--- src/rtl/fft_pair_feeder.sv ---
// Radix-2 DIT FFT input stage: fills one frame at bit-reversed addresses, then
// drains it as first-stage butterfly operand pairs (mem[2k], mem[2k+1]).
module fft_pair_feeder #(
    parameter int WIDTH = 16,
    parameter int N     = 8,
    parameter int LOGN  = 3
) (
    input  logic              clk,
    input  logic              rst_n,
    input  logic              in_valid,
    output logic              in_ready,
    input  logic [WIDTH-1:0]  in_r,
    input  logic [WIDTH-1:0]  in_i,
    output logic              pair_valid,
    input  logic              pair_ready,
    output logic [WIDTH-1:0]  in1_r,
    output logic [WIDTH-1:0]  in1_i,
    output logic [WIDTH-1:0]  in2_r,
    output logic [WIDTH-1:0]  in2_i,
    output logic [LOGN-2:0]   pair_idx,
    output logic              frame_done,
    output logic              dbg_state
);

    // Handshakes: a transfer happens on a rising clk edge where valid && ready;
    // valid never depends on ready, and a presented pair holds until it transfers.

    typedef enum logic {
        FILL  = 1'b0,
        DRAIN = 1'b1
    } state_t;

    state_t            state_q, state_d;
    logic [LOGN-1:0]   wr_cnt_q, wr_cnt_d;
    logic [LOGN-2:0]   rd_cnt_q, rd_cnt_d;
    logic              done_q, done_d;
    logic              wr_en;

    logic [2*WIDTH-1:0] mem [N];
    logic [2*WIDTH-1:0] rd0, rd1;
    logic [LOGN-1:0]    rd_addr0, rd_addr1;

    function automatic logic [LOGN-1:0] bitrev(input logic [LOGN-1:0] a);
        logic [LOGN-1:0] r;
        for (int b = 0; b < LOGN; b++) begin
            r[b] = a[LOGN-1-b];
        end
        return r;
    endfunction

    always_comb begin
        state_d    = state_q;
        wr_cnt_d   = wr_cnt_q;
        rd_cnt_d   = rd_cnt_q;
        done_d     = 1'b0;
        in_ready   = 1'b0;
        pair_valid = 1'b0;
        wr_en      = 1'b0;
        case (state_q)
            FILL: begin
                in_ready = rst_n;
                if (in_valid && in_ready) begin
                    wr_en = 1'b1;
                    if (wr_cnt_q == LOGN'(N - 1)) begin
                        state_d  = DRAIN;
                        wr_cnt_d = '0;
                    end else begin
                        wr_cnt_d = wr_cnt_q + LOGN'(1);
                    end
                end
            end
            DRAIN: begin
                pair_valid = rst_n;
                if (pair_valid && pair_ready) begin
                    if (rd_cnt_q == (LOGN-1)'(N/2 - 1)) begin
                        state_d  = FILL;
                        rd_cnt_d = '0;
                        done_d   = 1'b1;
                    end else begin
                        rd_cnt_d = rd_cnt_q + (LOGN-1)'(1);
                    end
                end
            end
            default: state_d = FILL;
        endcase
    end

    always_ff @(posedge clk) begin
        if (!rst_n) begin
            state_q  <= FILL;
            wr_cnt_q <= '0;
            rd_cnt_q <= '0;
            done_q   <= 1'b0;
        end else begin
            state_q  <= state_d;
            wr_cnt_q <= wr_cnt_d;
            rd_cnt_q <= rd_cnt_d;
            done_q   <= done_d;
        end
    end

    // Buffer is deliberately not reset; a new frame always overwrites every slot.
    always_ff @(posedge clk) begin
        if (wr_en) begin
            mem[bitrev(wr_cnt_q)] <= {in_r, in_i};
        end
    end

    assign rd_addr0 = {rd_cnt_q, 1'b0};
    assign rd_addr1 = {rd_cnt_q, 1'b1};
    assign rd0      = mem[rd_addr0];
    assign rd1      = mem[rd_addr1];

    always_comb begin
        in1_r    = '0;
        in1_i    = '0;
        in2_r    = '0;
        in2_i    = '0;
        pair_idx = '0;
        if (pair_valid) begin
            in1_r    = rd0[2*WIDTH-1:WIDTH];
            in1_i    = rd0[WIDTH-1:0];
            in2_r    = rd1[2*WIDTH-1:WIDTH];
            in2_i    = rd1[WIDTH-1:0];
            pair_idx = rd_cnt_q;
        end
    end

    assign frame_done = done_q & rst_n;
    assign dbg_state  = state_q;

endmodule
--- config.mk ---
export PLATFORM = sky130hd
export DESIGN_NAME = fft_pair_feeder
export DESIGN_NICKNAME = d
export VERILOG_FILES = /design/src/rtl/fft_pair_feeder.sv
export SDC_FILE = /design/constraint.sdc
export NUM_CORES = 1
export LEC_CHECK = 0
export ABC_AREA = 1
export CORE_MARGIN = 2
export CORE_UTILIZATION = 35
export DETAILED_ROUTE_END_ITERATION = 12
export PLACE_DENSITY = 0.62
export SLEW_MARGIN = 10
export SYNTH_ARGS = -nofsm -noshare
export SYNTH_HDL_FRONTEND = slang
export SYNTH_SLANG_ARGS = --single-unit
--- constraint.sdc ---
create_clock -name clk -period 4.15 [get_ports clk]
set_input_delay 0.6225 -clock clk [delete_from_list [all_inputs] [get_ports clk]]
set_output_delay 0.6225 -clock clk [all_outputs]
set_load 0.1 [all_outputs]
Word-level counts from Yosys, hierarchy flattened:

Memories as Yosys holds them, arrays and structs flattened. A register that Yosys moved wholly into a read port is not among the register bits.
Index checks and enable logic that the tools add are counted.

* flip-flop bits (word level): 7
* latch bits: 0
* bits in writable memories: 256
* ROM bits: 0
* input port bits: 36
* output and inout port bits: 70
* logic and storage cells: 39
* memories kept: 1

Memory list
* mem: depth 8, bits a word 32, rd ports 2, clocked after Yosys merged registers in 2, write ports 1, line 39 `logic [2*WIDTH-1:0] mem [N];`

* add/subtract/negate cells: 2
* multipliers: 0
* divide/modulo/power cells: 0
* order comparisons: 0
* equality and inequality tests: 2
* shift operators: 0
* mux-type cells: 23
* bitwise operators: 2
* reduce and logical (&&, ||, !) cells: 5

Operator list (number)
* $mux W16: 4
* $mux W3: 5
* $mux W1: 11
* $mux W2: 2
* $reduce_and A2 Y1: 2
* $add A3 B1 Y3 const B: 1
* $eq A3 B3 Y1 const B: 1
* $reduce_and A3 Y1: 1
* $add A2 B1 Y2 const B: 1
* $eq A2 B2 Y1 const B: 1
* $logic_and A1 B1 Y1: 2
* $pmux W1 S2: 1
* $and A1 B1 Y1: 1
* $not A1 Y1: 1

Depth between registers and ports, before layout:

* depth after elaboration: 5
* depth in mapped cells: 6
* depth with buffers taken out: 6

Worst setup path after synthesis:

No wires, ideal clock.

* kind: reg2reg
* start: reg state_q, in the netlist dbg_state
* end: mem mem[0][0] in the netlist's numbering, enable pin
* setup time: 0.461 ns
* arrival: 3.332 ns
* data required time: 3.689 ns
* path slack: 0.357 ns
* cell stages (with the launch flop): 5
* path buffers: 1
* clock period less this slack: 3.793 ns
* cell sequence: dfxtp_1 -> inv_1 -> nand3_1 -> buf_2 -> nor3_1

* word-level cells in the longest chain between the ends: 3

Ends and longest elaborated chain
* start: declaration: line 33 `state_t state_q, state_d;`
* start signal: assignment: line 95 `state_q <= state_d;`
* $mux W1: line 59 `case (state_q)`
* $mux W1: line 104 `if (wr_en) begin`
* $mux W1 (not written as such): line 105 `mem[bitrev(wr_cnt_q)] <= {in_r, in_i};`
* end: declaration: line 39

Every way passes these cells.

Final worst setup path:

* start: in rst_n
* end: out in1_i[0]

* word-level cells in the longest chain between the ends: 2

Ends and longest elaborated chain
* start: declaration: line 9 `input logic rst_n,`
* $mux W1: line 59
* $mux W16: line 120 `if (pair_valid) begin`
* end: declaration: line 17 `output logic [WIDTH-1:0] in1_i,`

Every way passes these cells.

==> out/qor.txt <==
All-Layer GR Usage - 0.150
Final-report hold violation count - 0
Setup bufs post-CTS - 0
Setup violators final - 0
Setup TNS - 0 ns
Max-Cap Viols - 0
Power Total - 5.52 mW
Vias per cell - 4.57
Total CTS buffers - 28
RSZ-0062 raised after global routing - false
Area after DPL - 12700 um^2
Pre-CTS WS - 0.707 ns
Post-CTS Resized - 0
Slowest cell delay on critical path - 0.69 ns
DP Wirelength - 14.5 mm
Commonest non-fill, non-tap cell in the layout - inv_1
Die area - 33700 um^2
Final min period - 3.39 ns
Cell Rows - 65
Slew @ Worst Pin - 0.968 ns
Hold Slack - 0.548 ns
Initial antenna violation count - 0
Commonest non-fill, non-tap cells in the layout - 272 x inv_1, 264 x nand2_1, 256 x edfxtp_1
Core ar. - 31600 um^2
Mean Syn Cell Area - 10.5 um^2
Clock skew - 0.00848 ns
WL/cell - 15.7 um
Die span in y - 184 um
Final-layout fill cell count - 2924
WP buf/inv - 2
Final Cell Area - 13500 um^2
Core Util, Final - 0.428
Number of port buffers - 105
Pwr per Cell Area - 408 nW/um^2
Placed cells - 1558
TritonCTS clock tree - yes
Post-synthesis register bit count - 265
Fin crit share - 0.816
Placer Congestion - 0.717
CP Cell Sequence - clkdlybuf4s50_1 > nand2_4 > a21oi_1 > buf_4
Initial drt markers - 327
Synth cell types - 14
Largest net degree at the start of global routing - 77
Vias in the first global route - 7189
Worst-Skew Late Latency - 0.53 ns
Syn Nets - 1122
Crit Path Category - primary input to output port
Final nets - 1229
Slew Limit Fails - 0
Final std cells w/o fill - 1606
Synth-to-layout area growth - 19.8%
R2r startpoint - dbg_state
CTS Hold Bufs - 0
I/O pin count - 106
Fmax - 295 MHz
# clock sinks - 265
Hold/Removal Path Class - flip-flop to flip-flop
Status - complete, no violations
Top Family by Delay on Critical Path - buffers and inverters
CP Capture Type - output port
Total global routing overflow - 0
Syn Std Cell Area - 11300 um^2
Crit start category - primary input
Crit path launch - rst_n
# diodes - 0
Post-Synthesis Cells - 1079
Final Worst Setup Slack - 0.765 ns
Hold_sp - wr_cnt_q[1]
Worst EP required - 3.53 ns
CP max-delay cell - clkdlybuf4s50_1
Leakage power - 5.87 nW
Routed WL - 25.3 mm
Max_slew headroom - 0.353
Routed Antenna Nets - 0
Worst-path clk slew - 0.06 ns
Root buffer cell - clkbuf_16
Maximum vdd drop - 0.255 mV
Routed vias - 7335
Clock Path Buffers - 3
Crit-path max FO - 66
Die Wd - 184 um
Router iterations before antenna repair - 5
H-tree Lvls - 1
Ys Warns - 0
Global-route wire length before repair - 39.1 mm
Register area share after synthesis - 0.696
CP arrival - 2.76 ns
Remaining DRCs - 0
Starting density of the core - 0.357
Fraction of layout instances using a drive strength above 1 - 0.117
==> synthesized netlist by cell type <==
library cell / number / area (um^2)
clkbuf_1: 8 / 30.0
inv_1: 273 / 1020
ha_1: 7 / 87.6
buf_4: 1 / 7.51
nand3_1: 130 / 651
nand2_1: 265 / 995
o21ai_0: 6 / 30.0
buf_2: 41 / 205
nor2_1: 12 / 45.0
a21oi_1: 64 / 320
nor3_1: 6 / 30.0
inv_2: 1 / 3.75
dfxtp_1: 9 / 180
edfxtp_1: 256 / 7690
==> path summary, 6_finish.rpt <==
check / slack, ns / endpoint / cells after the start
setup reg to reg: 2.06 / mem[7][11] / 4
hold / removal: 0.55 / wr_cnt_q[1] / 2
hold reg to reg: 0.55 / wr_cnt_q[1] / 2
setup / recovery: 0.76 / in1_i[0] / 4
==> metal layers <==
layer	wire, um	global-route usage
met1	11100	0.191
met2	12500	0.268
met3	1290	0.0240
met4	368	0.0362
met5	0	0
==> where the power goes <==
group | internal [mW] | switching [mW] | total, mW
Sequential | 2.98 | 0.0109 | 2.99
Combinational | 0.0573 | 0.114 | 0.171
Clock | 1.39 | 0.965 | 2.35
Total | 4.43 | 1.09 | 5.52
==> final cells by class <==
type	count	area, um^2	share of cell area
clock inverter	13	113	0.00832
multi-input combinational	490	2210	0.163
clock buffer	35	748	0.0553
tap	402	503	0.0372
timing repair buffer	127	1060	0.0780
sequential	265	7870	0.582
inverter	274	1030	0.0762
==> worst min-delay path, delay by kind of cell (launching register included) <==
family	cells	cell delay, ns
compound gates	1	0.08
flops	1	0.32
buf+inv	1	0.09
==> flip-flops by register name (all words and copies together) (netlist names), named ones only <==
signal     flops
mem          256
done_q         1
dbg_state      1
rd_cnt_q       2
wr_cnt_q       3
==> cell families after synthesis <==
group | share of synthesized area
compound gates | 0.0310
buf+inv | 0.113
flops | 0.696
simple gates | 0.152
fa+ha+maj | 0.00775
Note: power is estimated with default switching activity, not from simulation.
